$ cat config.mk
export PLATFORM = sky130hd
export DESIGN_NAME = cskipa_add_arbiter
export DESIGN_NICKNAME = d
export VERILOG_FILES = /design/src/rtl/cskipa_add_arbiter.sv
export SDC_FILE = /design/constraint.sdc
export NUM_CORES = 1
export LEC_CHECK = 0
export BUFFER_PORTS_ARGS = -buffer_cell sky130_fd_sc_hd__buf_4
export CORE_AREA = 2 2 224 226
export CTS_CLUSTER_SIZE = 28
export DETAILED_ROUTE_END_ITERATION = 10
export DIE_AREA = 0 0 226 228
export PLACE_DENSITY = 0.62
export RECOVER_POWER = 25
export SLEW_MARGIN = 20
export SYNTH_ARGS = -nofsm -noshare
export SYNTH_HDL_FRONTEND = slang
export SYNTH_SLANG_ARGS = --single-unit
$ cat constraint.sdc
create_clock -name i_clk -period 16.4 [get_ports i_clk]
set_input_delay 0.82 -clock i_clk [delete_from_list [all_inputs] [get_ports i_clk]]
set_output_delay 0.82 -clock i_clk [all_outputs]
set_load 0.05 [all_outputs]
$ cat src/rtl/cskipa_add_arbiter.sv
// ---------------------------------------------------------------------------
// cskipa_add_arbiter
//
// Purpose:
//   Round-robin arbiter in front of a single shared WIDTH-bit carry-skip
//   adder. Each granted requester supplies two 2*WIDTH-bit operands. The
//   one adder produces the full 2*WIDTH-bit sum over two passes: low halves
//   first, then high halves with the low-half carry chained in. A result
//   appears three cycles after its grant. A new grant can be issued in the
//   same cycle as a result, so back-to-back operations complete every three
//   cycles.
//
// Ports:
//   i_clk        single clock, rising-edge active
//   i_rst        asynchronous active-high reset
//   i_req        per-requester level request, held until granted
//   i_add_term1  packed first operands, requester k at [(k+1)*2W-1 : k*2W]
//   i_add_term2  packed second operands, same packing
//   o_gnt        one-hot grant pulse; operands are captured on that edge
//   o_busy       high while the adder is working on the low or high half
//   o_valid      one-cycle pulse marking o_sum/o_cout/o_id as fresh
//   o_sum        registered 2*WIDTH-bit sum (modulo 2^(2*WIDTH))
//   o_cout       carry out of the top bit of the full sum
//   o_id         index of the requester that owns the current result
// ---------------------------------------------------------------------------
module cskipa_add_arbiter #(
    parameter int WIDTH = 31,
    parameter int NREQ  = 4
) (
    input  logic                       i_clk,
    input  logic                       i_rst,
    input  logic [NREQ-1:0]            i_req,
    input  logic [NREQ*2*WIDTH-1:0]    i_add_term1,
    input  logic [NREQ*2*WIDTH-1:0]    i_add_term2,
    output logic [NREQ-1:0]            o_gnt,
    output logic                       o_busy,
    output logic                       o_valid,
    output logic [2*WIDTH-1:0]         o_sum,
    output logic                       o_cout,
    output logic [$clog2(NREQ)-1:0]    o_id
);

    localparam int DW   = 2 * WIDTH;
    localparam int IDW  = $clog2(NREQ);
    localparam int SKIP = 4;

    typedef enum logic [1:0] {
        IDLE = 2'd0,
        LO   = 2'd1,
        HI   = 2'd2,
        DONE = 2'd3
    } StateType;

    StateType           r_state;
    StateType           w_nextState;

    logic [IDW-1:0]     r_ptr;
    logic [NREQ-1:0]    w_arbGnt;
    logic [IDW-1:0]     w_arbId;
    logic               w_arbAny;

    logic [NREQ-1:0]    w_gnt;
    logic               w_busy;
    logic               w_valid;

    logic [DW-1:0]      w_selA;
    logic [DW-1:0]      w_selB;
    logic [DW-1:0]      r_opA;
    logic [DW-1:0]      r_opB;
    logic [IDW-1:0]     r_id;

    logic [WIDTH-1:0]   r_loSum;
    logic               r_loCarry;
    logic [DW-1:0]      r_sum;
    logic               r_cout;
    logic [IDW-1:0]     r_outId;

    logic [WIDTH-1:0]   w_addA;
    logic [WIDTH-1:0]   w_addB;
    logic               w_addCin;
    logic [WIDTH-1:0]   w_addSum;
    logic               w_addCout;

    // Round-robin search. The scan starts at r_ptr, which always points one
    // past the most recent winner, so the previous winner is examined last
    // even when its request is still high.
    always_comb begin
        int             idx;
        logic [IDW-1:0] idxBits;
        w_arbGnt = '0;
        w_arbId  = '0;
        w_arbAny = 1'b0;
        idx      = 0;
        idxBits  = '0;
        for (int i = 0; i < NREQ; i++) begin
            idx     = (int'(r_ptr) + i) % NREQ;
            idxBits = IDW'(idx);
            if (!w_arbAny && i_req[idxBits]) begin
                w_arbAny          = 1'b1;
                w_arbGnt[idxBits] = 1'b1;
                w_arbId           = idxBits;
            end
        end
    end

    // State register. Reset drops straight back to IDLE, which abandons any
    // operation in flight before it can raise o_valid.
    always_ff @(posedge i_clk or posedge i_rst) begin
        if (i_rst) begin
            r_state <= IDLE;
        end else begin
            r_state <= w_nextState;
        end
    end

    // Next-state and per-state strobes. Grants are only offered in IDLE and
    // DONE. Offering one in DONE lets the next operation's low half start in
    // the cycle right after the current result is presented.
    always_comb begin
        w_nextState = r_state;
        w_gnt       = '0;
        w_busy      = 1'b0;
        w_valid     = 1'b0;
        case (r_state)
            IDLE: begin
                if (w_arbAny) begin
                    w_gnt       = w_arbGnt;
                    w_nextState = LO;
                end
            end
            LO: begin
                w_busy      = 1'b1;
                w_nextState = HI;
            end
            HI: begin
                w_busy      = 1'b1;
                w_nextState = DONE;
            end
            DONE: begin
                w_valid = 1'b1;
                if (w_arbAny) begin
                    w_gnt       = w_arbGnt;
                    w_nextState = LO;
                end else begin
                    w_nextState = IDLE;
                end
            end
            default: begin
                w_nextState = IDLE;
            end
        endcase
    end

    // Operand mux for the granted requester. The grant is one-hot, so at
    // most one slice is picked up.
    always_comb begin
        w_selA = '0;
        w_selB = '0;
        for (int k = 0; k < NREQ; k++) begin
            if (w_gnt[k]) begin
                w_selA = i_add_term1[k*DW +: DW];
                w_selB = i_add_term2[k*DW +: DW];
            end
        end
    end

    // Feed the shared adder. In HI it sees the upper halves and the carry
    // saved from the LO pass. Every other state shows it the lower halves
    // with carry-in 0; that result is only stored while in LO.
    always_comb begin
        w_addA   = r_opA[WIDTH-1:0];
        w_addB   = r_opB[WIDTH-1:0];
        w_addCin = 1'b0;
        if (r_state == HI) begin
            w_addA   = r_opA[DW-1:WIDTH];
            w_addB   = r_opB[DW-1:WIDTH];
            w_addCin = r_loCarry;
        end
    end

    // The single carry-skip adder. Each SKIP-bit group ripples internally.
    // If every bit of a group propagates, the group's carry-out is taken
    // directly from its carry-in instead of from the end of the ripple. This
    // bypass is the short path a long propagate run uses. The last group may
    // be narrower when WIDTH is not a multiple of SKIP.
    always_comb begin
        logic carry;
        logic blkCin;
        logic allProp;
        logic prop;
        carry    = w_addCin;
        blkCin   = w_addCin;
        allProp  = 1'b1;
        prop     = 1'b0;
        w_addSum = '0;
        for (int i = 0; i < WIDTH; i++) begin
            if ((i % SKIP) == 0) begin
                blkCin  = carry;
                allProp = 1'b1;
            end
            prop        = w_addA[i] ^ w_addB[i];
            w_addSum[i] = prop ^ carry;
            carry       = (w_addA[i] & w_addB[i]) | (prop & carry);
            allProp     = allProp & prop;
            if (((i % SKIP) == (SKIP - 1)) || (i == WIDTH - 1)) begin
                carry = allProp ? blkCin : carry;
            end
        end
        w_addCout = carry;
    end

    // Datapath registers. Operands and the owner id are latched on the grant
    // edge, so later changes on the inputs cannot affect the operation. The
    // result registers change only when the high half finishes. The
    // published sum, carry and id therefore stay stable from one o_valid to
    // the next, even while a following operation is running.
    always_ff @(posedge i_clk or posedge i_rst) begin
        if (i_rst) begin
            r_ptr     <= '0;
            r_opA     <= '0;
            r_opB     <= '0;
            r_id      <= '0;
            r_loSum   <= '0;
            r_loCarry <= 1'b0;
            r_sum     <= '0;
            r_cout    <= 1'b0;
            r_outId   <= '0;
        end else begin
            if (|w_gnt) begin
                r_opA <= w_selA;
                r_opB <= w_selB;
                r_id  <= w_arbId;
                r_ptr <= (w_arbId == IDW'(NREQ - 1)) ? '0 : w_arbId + 1'b1;
            end
            if (r_state == LO) begin
                r_loSum   <= w_addSum;
                r_loCarry <= w_addCout;
            end
            if (r_state == HI) begin
                r_sum   <= {w_addSum, r_loSum};
                r_cout  <= w_addCout;
                r_outId <= r_id;
            end
        end
    end

    // The grant comes straight from the arbiter. While reset is held the
    // state reads IDLE, so the grant is masked to keep a request from
    // leaking a grant pulse during reset.
    assign o_gnt   = i_rst ? '0 : w_gnt;
    assign o_busy  = w_busy;
    assign o_valid = w_valid;
    assign o_sum   = r_sum;
    assign o_cout  = r_cout;
    assign o_id    = r_outId;

endmodule

; ---- Word level (Yosys, flattened, before mapping)
; Index checks and enable logic that the tools add are counted.
[op_classes]
n_addsub = 4
n_lt_le_gt_ge = 8
n_eq_ne = 5
muxes = 56
bitwise_logic = 181
n_reduce_logical = 14
[op_table]
columns = op, count
row1 = $mux 62, 8
row2 = $and 1x1->1, 85
row3 = $mux 31, 2
row4 = $xor 1x1->1, 62
row5 = $or 1x1->1, 31
row6 = $mux 4, 7
row7 = $mux 1, 24
row8 = $lt 2x3->1 const B, 4
row9 = $mux 2, 6
row10 = $or 4x4->4, 3
row11 = $bmux 1 s2, 4
row12 = $demux 1 s2, 4
row13 = $ge 2x1->1 const B, 4
row14 = $pmux 2 s4, 1
row15 = $logic_and 1x1->1, 7
row16 = $eq 2x2->1 const B, 3
row17 = $add 2x1->2 const B, 2
row18 = $add 2x2->2 const B, 2
row19 = $reduce_or 2->1, 2
row20 = $reduce_or 4->1, 1
row21 = $logic_not 1->1, 3
row22 = $eq 2x1->1 const B, 1
row23 = $logic_not 2->1, 1
row24 = $ne 2x2->1 const B, 1
[totals]
reg_bits = 227
inputBits = 502

; ---- Depth between registers and ports, before layout
; Gate-level depths: netlist of the first run.
[logic_depth]
ltp_word = 73
mapped_depth = 54
depth_no_buf = 53

; ---- Worst setup path before layout of the first run
; Ideal clock, no wire load.
[synth_path]
kind = flip-flop to flip-flop
from = reg r_state[0]
to = reg r_loSum[30]
setup_time_ns = 0.125
arrival_time_ns = 16.470
slack_ns = -0.195
stages_incl_launch_ff = 54
path_buffers = 2
cell_sequence = dfrtp_1 -> inv_1 -> ha_1 -> clkbuf_1 -> buf_1 -> mux2_2 -> fa_1 -> fa_1 -> fa_1 -> inv_1 -> fa_1 -> a41o_1 -> o21a_1 -> fa_1 -> fa_1 -> fa_1 -> fa_1 -> nand2b_1 -> (+18 left out) -> nor2_1 -> fa_1 -> fa_1 -> fa_1 -> fa_1 -> nand2_1 -> o31ai_1 -> fa_1 -> fa_1 -> fa_1 -> fa_1 -> a22oi_1 -> o21ai_0 -> fa_1 -> fa_1 -> inv_1 -> fa_1 -> mux2_2
[synth_via]
elab_chain_len = 71
elab_cells_between_ends = 155
classes_between = eq/ne: 2 / mux: 10 / bitwise: 143
[synth_rtl]
columns = item, line_no
row1 = "start, declared", 54  ; StateType r_state;
row2 = "start signal, assigned", 112  ; r_state <= w_nextState;
row3 = $eq 2x2->1 (*), 174  ; if (r_state == HI) begin
row4 = $mux 31, 174
row5 = $xor 1x1->1, 201  ; prop = w_addA[i] ^ w_addB[i];
row6 = $and 1x1->1, 203  ; carry = (w_addA[i] & w_addB[i]) | (prop & carry);
row7 = $or 1x1->1, 203
row8 = $and 1x1->1, 203
row9 = $or 1x1->1, 203
row10 = $and 1x1->1, 203
row11 = (+56 left out), -
row12 = $or 1x1->1, 203
row13 = $mux 1, 206  ; carry = allProp ? blkCin : carry;
row14 = $and 1x1->1, 203
row15 = $or 1x1->1, 203
row16 = $and 1x1->1, 203
row17 = $or 1x1->1, 203
row18 = $xor 1x1->1 (*), 202  ; w_addSum[i] = prop ^ carry;
row19 = net w_addSum[30], 81  ; logic [WIDTH-1:0] w_addSum;
row20 = "end signal, assigned", 236  ; r_loSum <= w_addSum;
row21 = "end, declared", 72  ; logic [WIDTH-1:0] r_loSum;
; Mark *: on every way through the listed nets, which the timed path passes. The rest lies on a longest branch.
; A chain may end at the register's enable or synchronous reset.

; ---- Worst setup path in the final report of the first run
[layout_path]
from = reg r_state[0]
to = reg r_sum[61], in the netlist o_sum[61]
[layout_via]
elab_chain_len = 71
elab_cells_between_ends = 154
classes_between = eq/ne: 1 / mux: 10 / bitwise: 143
[layout_rtl]
columns = item, line_no
row1 = $eq 2x2->1 (*), 174
row2 = $mux 31, 174
row3 = $xor 1x1->1, 201
row4 = $and 1x1->1, 203
row5 = $or 1x1->1, 203
row6 = $and 1x1->1, 203
row7 = $or 1x1->1, 203
row8 = $and 1x1->1, 203
row9 = (+56 left out), -
row10 = $or 1x1->1, 203
row11 = $mux 1, 206
row12 = $and 1x1->1, 203
row13 = $or 1x1->1, 203
row14 = $and 1x1->1, 203
row15 = $or 1x1->1, 203
row16 = $xor 1x1->1 (*), 202
row17 = net w_addSum[30], 81
row18 = "end signal, assigned", 240  ; r_sum <= {w_addSum, r_loSum};
row19 = "end, declared", 74  ; logic [DW-1:0] r_sum;
; Marked as above.

==> results of run 1 <==
worst max-delay path, delay by kind of cell (launching register included):
family                     cells  cell delay [ns]
adders and majority gates     32            12.67
AOI/OAI and AO/OA              7             1.09
and+or+nand+nor                7             0.73
muxes                          2             0.53
DFF                            1             0.35
buffers and inverters          3             0.21
metrics by stage:
| step | utilization | TNS, ns | setup slack (ns) |
|---|---|---|---|
| floorplan | - | 0 | 0.0222 |
| CTS | 0.389 | 0 | 0.0515 |
| global placement | 0.369 | -0.100 | -0.0502 |
| detailed placement | 0.369 | -0.741 | -0.340 |
| finish | 0.390 | 0 | 0.724 |
| global route | 0.390 | 0 | 0.0495 |
cell usage after synthesis, drive strengths merged, types with 2 or more instances:
cell type / instances
clkbuf: 44
a31oi: 2
buf: 64
or3b: 2
dfrtp: 227
inv: 77
o21a: 6
ha: 43
fa: 31
o22ai: 126
nand4: 4
nor2: 54
o221ai: 3
mux4: 4
a221o: 3
and4: 4
a221oi: 124
nand2b: 3
nand3b: 3
nor2b: 3
mux2: 80
nand2: 133
or3: 2
o21ai: 134
mux2i: 38
a21oi: 48
flip-flops by register name, indices dropped and copies added (netlist names), named ones only:
signal	count
o_sum	62
r_opA	62
r_opB	62
r_loSum	31
o_id	2
r_id	2
r_state	2
o_cout	1
r_loCarry	1
r_ptr	1
cell families (layout without fill, tap and decap cells):
group	after synthesis	count (layout)	synth area share
xor gates and xnor gates	1	1	0.000656
and+or+nand+nor	212	212	0.0671
DFF	227	227	0.426
adders and majority gates	74	74	0.0868
AOI/OAI and AO/OA	457	457	0.255
muxes	122	122	0.103
other	0	3	0
buffers and inverters	185	722	0.0616
what timing repair did:
| action | in CTS | in global routing |
|---|---|---|
| setup endpoints to repair | 4 | 6 |
| pin swaps | 1 | 1 |
| resized for setup | 8 | 13 |
| setup buffers | 0 | 1 |
layer usage:
layer	vias up	part of all wire
met4	6	0.024
li1	5780	-
met3	72	0.068
met1	6156	0.43
met5	-	0.0021
met2	480	0.48
cells in the final DEF, fill, tap and decap left out, types with 2 or more instances in the layout:
cell type  synthesis  routed
a21oi_1           48      48
o21ai_1          121     121
clkinv_2           0       2
mux4_2             4       4
a221oi_1          64      64
nor2b_1            3       3
nand2b_1           3       2
mux2i_1           37      37
dfrtp_1          227     227
clkbuf_16          0      28
mux2_2            79      78
diode_2            0       3
fa_2               0      15
buf_4             14     593
nand2_1          132     132
nand4_1            4       4
o21ai_0           13      12
mux2_1             1       2
a221oi_2          60      60
fa_1              31      16
nand3b_1           3       3
o22ai_1          126     126
clkbuf_1          44       9
a221o_1            3       3
or3_1              2       2
clkbuf_8           0       7
nor2_1            54      53
inv_1             77      75
o21a_1             6       5
bufinv_16          0       4
ha_1              43      41
and4_1             4       3
o221ai_2           3       2
worst min-delay path by stage:
stage                           startpoint  slack (ns)  cells after the start         to
final                            r_opB[22]        0.48                      2  r_opB[22]
after global routing      i_add_term2[138]        0.50                      3  r_opB[14]
after CTS                            i_rst        0.35                      2  r_opA[28]
after detailed placement         r_opB[22]        0.47                      2  r_opB[22]
after global placement           r_opB[22]        0.46                      2  r_opB[22]
after floorplan                  r_opA[57]        0.45                      2  r_opA[57]
final cells by class:
class / instances / area, um2
Multi-Input combinational cell: 866 / 6960
Clock buffer: 40 / 816
Tap cell: 672 / 841
Antenna cell: 3 / 7.51
Clock inverter: 8 / 169
Fill cell: 4864 / 30100
Inverter: 77 / 290
Sequential cell: 227 / 5680
Timing Repair Buffer: 597 / 4470
==> impl_metrics.csv, run 1 <==
group,metric,value,unit
run_status,failed_checks,"max-capacitance violations, max-slew violations",
setup_path,crit_fanout,5,
global_routing,grt_use_met3,0.0470,
clock_network,htree_levels,1,
setup_path,startpoint,"r_state[0]",
finish,area_growth,44.1,%
routing,via_count,12500,
timing,setup_viol,0,
setup_path,start_kind,"flip-flop",
global_routing,grt_pass1_wl,81700,um
setup_path,critPathSlowestCell,"fa_1",
place,portBuffers,572,
global_routing,grt_max_degree,84,
place,dpl_cell_area,18200,um2
floorplanning,die_area,51500,um2
clock_network,clk_path_buf_depth,3,
finish,final_cells,2490,
setup_path,worstSetupEndpointType,"flip-flop",
timing,maxSlewHeadroom,-1.55,
global_routing,grt_overflow,0,
timing,maxSlewViolCount,192,
clock_network,clock_latency,0.57,ns
routing,drc,0,
logic_synthesis,syn_area,13300,um2
global_routing,grt_pass1_vias,13100,
logic_synthesis,syn_inst,1278,
place,dp_hpwl,44000,um
routing,routedWlPerCell,22.4,um
global_routing,grtUsageMet1,0.276,
run_status,outcome,"finished, violations left",
floorplanning,core,49300,um2
logic_synthesis,synthDominantCellAreaShare,0.426,
routing,routed_wl,55700,um
setup_path,worstReg2RegEnd,"o_sum[61]",
floorplanning,ios,573,
global_routing,grt_use_total,0.211,
finish,final_layout_size_suffix_gt1_frac,0.449,
clock_network,cts_root_buf,"clkbuf_16",
place,placed_cells,2438,
setup_path,cp.arrival,16.13,ns
setup_path,r2r_start,"r_state[0]",
timing,fin_skew,0.0136,ns
clock_network,cts_hold_buffers,0,
floorplanning,die_h,228,um
floorplanning,die_x,226,um
setup_path,crit_required,16.85,ns
routing,postRouteAntennaNets,0,
logic_synthesis,synth-edff-count,0,
logic_synthesis,yosysWarnings,0,
logic_synthesis,synthTopCellsByArea,"dfrtp_1 (43%), a221oi_2 (6.7%), mux2_2 (6.7%)",
floorplanning,start_util,0.270,
logic_synthesis,synth_nets,1854,
timing,min_period_over_period,0.956,
routing,dr.pass1.iters,7,
clock_network,cts_tree,"done",
floorplanning,rows,82,
logic_synthesis,ys_seq_area_frac,0.426,
routing,via_per_inst,5.02,
clock_network,clock_sinks,227,
logic_synthesis,synth_area_per_cell,10.4,um2
setup_path,cp_common_cell,"fa_1",
run,cap_violations,3,
timing,max_freq,63.8,MHz
timing,rsz0062_at_grt,"no",
setup_path,reg2reg_setup_slack,0.72,ns
min_path,hold_path.class,"flip-flop to flip-flop",
timing,final.min_clock_period,15.68,ns
setup_path,slowest_delay,0.46,ns
logic_synthesis,ys_ff_latch,227,
logic_synthesis,yosys.cell_types.count,51,
global_routing,grt_antenna_before_repair,4,
setup_path,worstSetupEndpoint,"o_sum[61]",
logic_synthesis,yosys.area.top_type,"dfrtp_1",
place,gp_congestion,0.916,
clock_network,numCtsBuffers,28,
setup_path,path_class,"flip-flop to flip-flop",
global_routing,use_met2,0.353,
finish,fin_area,19200,um2
global_routing,grt_busiest_layer,"met2",
logic_synthesis,synthFlopType,"dfrtp_1",
setup_path,r2r_cells,51,
timing,hold_viol_final,0,
finish,nNetsFinal,2373,
routing,drtIter0Drc,790,
timing,tightest_slew,3.80,ns
timing,worst_hold_slack,0.478,ns
clock_network,clk_pin_slew,0.06,ns
logic_synthesis,ys_async_sr_fraction,1.00,
Power of run 1 is left out: the tool's default activity adds up to more than one toggle a clock period on the data nets, which glitch-free logic cannot reach.
==> run 2: changes to the inputs <==
--- a/config.mk
+++ b/config.mk
@@ -5,12 +5,13 @@
 export SDC_FILE = /design/constraint.sdc
 export NUM_CORES = 1
 export LEC_CHECK = 0
-export BUFFER_PORTS_ARGS = -buffer_cell sky130_fd_sc_hd__buf_4
-export CORE_AREA = 2 2 224 226
+export CORE_AREA = 2 2 220 222
 export CTS_CLUSTER_SIZE = 28
 export DETAILED_ROUTE_END_ITERATION = 10
-export DIE_AREA = 0 0 226 228
-export PLACE_DENSITY = 0.62
+export DIE_AREA = 0 0 222 224
+export DONT_BUFFER_PORTS = 1
+export MAX_ROUTING_LAYER = met4
+export PLACE_DENSITY = 0.53
 export RECOVER_POWER = 25
 export SLEW_MARGIN = 20
 export SYNTH_ARGS = -nofsm -noshare
==> run 2 against run 1 <==
Against the previous run:
- the flow still finishes with violations (max-capacitance violations, max-slew violations)
- clock skew down 0.0044 ns
- highest routed layer is now met4
- fmax grew 0.19%
- critical endpoint unchanged
- routed wire length down 14%
- register-to-register slack improved by 0.03 ns
- utilization fell by 7.5 points
- first-iteration DRC count up 1.8%
==> impl_metrics.csv, run 2 (synthesized netlist as in run 1, its figures left out) <==
group,metric,value,unit
finish,final_layout_size_suffix_gt1_frac,0.200,
finish,final_common_cell,"dfrtp_1",
finish,area_growth,11.5,%
routing,via_count,10400,
min_path,min_path_cells,2,
setup_path,crit_fanout,6,
setup_path,cp_common_cell,"fa_2",
floorplanning,die_x,222,um
setup_path,slowest_delay,0.46,ns
global_routing,grt_use_total,0.192,
timing,maxSlewHeadroom,-1.91,
floorplanning,core,47300,um2
timing,rsz0062_at_grt,"no",
run,cap_violations,2,
finish,final_cell_mix,"dfrtp_1 (227), nand2_1 (132), o22ai_1 (126), o21ai_1 (121), mux2_2 (79)",
floorplanning,start_util,0.282,
setup_path,cp.arrival,16.10,ns
place,gp_congestion,0.886,
global_routing,grt_antenna_before_repair,4,
routing,drtIter0Drc,804,
routing,routedWlPerCell,25.8,um
global_routing,use_met2,0.307,
clock_network,cts_tree,"done",
global_routing,grt_pass1_wl,69200,um
timing,hold_viol_final,0,
timing,min_period_over_period,0.954,
timing,final.min_clock_period,15.65,ns
place,portBuffers,0,
timing,tightest_slew,4.37,ns
routing,via_per_inst,5.59,
clock_network,cts_hold_buffers,0,
timing,setup_viol,0,
place,dp_hpwl,37300,um
routing,drc,0,
global_routing,grtUsageMet1,0.248,
global_routing,grt_use_met3,0.0413,
clock_network,cts_root_buf,"clkbuf_16",
finish,final_util,0.315,
setup_path,r2r_cells,50,
global_routing,grt_pass1_vias,10400,
timing,fin_skew,0.00922,ns
floorplanning,ios,573,
clock_network,clk_path_buf_depth,3,
routing,postRouteAntennaNets,0,
timing,maxSlewViolCount,160,
floorplanning,rows,80,
clock_network,clk_pin_slew,0.06,ns
clock_network,numCtsBuffers,28,
min_path,hold_path.class,"primary input to flip-flop",
setup_path,start_kind,"flip-flop",
run_status,failed_checks,"max-capacitance violations, max-slew violations",
setup_path,crit_required,16.85,ns
floorplanning,die_area,49700,um2
clock_network,clock_sinks,227,
global_routing,grt_overflow,0,
floorplanning,die_h,224,um
global_routing,grt_max_degree,125,
finish,n_fill_cell,4868,
global_routing,grt_busiest_layer,"met2",
finish,nNetsFinal,1802,
setup_path,critPathSlowestCell,"fa_1",
routing,routed_wl,48000,um
run_status,outcome,"finished, violations left",
clock_network,clock_latency,0.57,ns
timing,max_freq,63.9,MHz
routing,dr.pass1.iters,5,
setup_path,path_class,"flip-flop to flip-flop",
setup_path,worstSetupEndpointType,"flip-flop",
clock_network,htree_levels,1,
run 2: changes by cell type in the layout (fill, tap and decap cells not counted), sizes merged:
cell	before	now
bufinv	4	3
clkbuf	44	40
diode	3	4
clkinv	3	7
buf	593	25
run 2: layout make-up:
class | count | area [um2] | area share
clock inverters | 11 | 159 | 0.0107
inverters | 77 | 290 | 0.0195
clock buffers | 39 | 792 | 0.0532
flip-flops and latches | 227 | 5680 | 0.381
well taps | 615 | 769 | 0.0517
repair buffers | 26 | 220 | 0.0148
multi-input cells | 866 | 6970 | 0.468
diodes | 4 | 10.0 | 0.000672
run 2: path summary, 6_finish.rpt:
kind                                        from   endpoint  slack, ns
worst min register to register         r_opA[19]  r_opA[19]       0.48
worst min-delay path            i_add_term1[174]  r_opA[50]       0.44
min in group asynchronous                  i_rst  r_opB[20]       1.20
worst max register to register        r_state[1]  o_sum[61]       0.75
worst max-delay path                  r_state[1]  o_sum[61]       0.75
max in group asynchronous                  i_rst   r_opB[3]       9.79
run 2: critical path: cells and delay by family, from the launching register on:
kind | cells | cell delay, ns
and+or+nand+nor | 7 | 0.72
AOI/OAI and AO/OA | 7 | 1.16
DFF | 1 | 0.41
buffers and inverters | 2 | 0.14
adders and majority gates | 32 | 12.55
muxes | 2 | 0.53
run 2: metal layers:
layer	share of wire	routed length, um
met5	0	0
met2	0.48	23100
met3	0.064	3060
met1	0.43	20800
met4	0.023	1100
run 2: timing repair:
action	4_1_cts	5_1_grt
pin swaps	2	3
setup buffers	1	1
endpoints found under the setup margin	4	6
gates resized for setup	10	12
run 2: through the flow:
| stage | worst slack (ns) | setup TNS (ns) | hold WS (ns) | cell area, um2 | cells |
|---|---|---|---|---|---|
| 2_1_floorplan | 0.0222 | 0 | 0.448 | 13400 | 1278 |
| 3_3_place_gp | -0.0472 | -0.0942 | 0.463 | 13900 | 1809 |
| 3_5_place_dp | -0.389 | -0.985 | 0.473 | 13900 | 1809 |
| 4_1_cts | 0.0361 | 0 | 0.137 | 14800 | 1860 |
| 5_1_grt | 0.0279 | 0 | 0.407 | 14900 | 1865 |
| 6_report | 0.753 | 0 | 0.437 | 14900 | 1865 |
Power of run 2 is left out for the same reason.
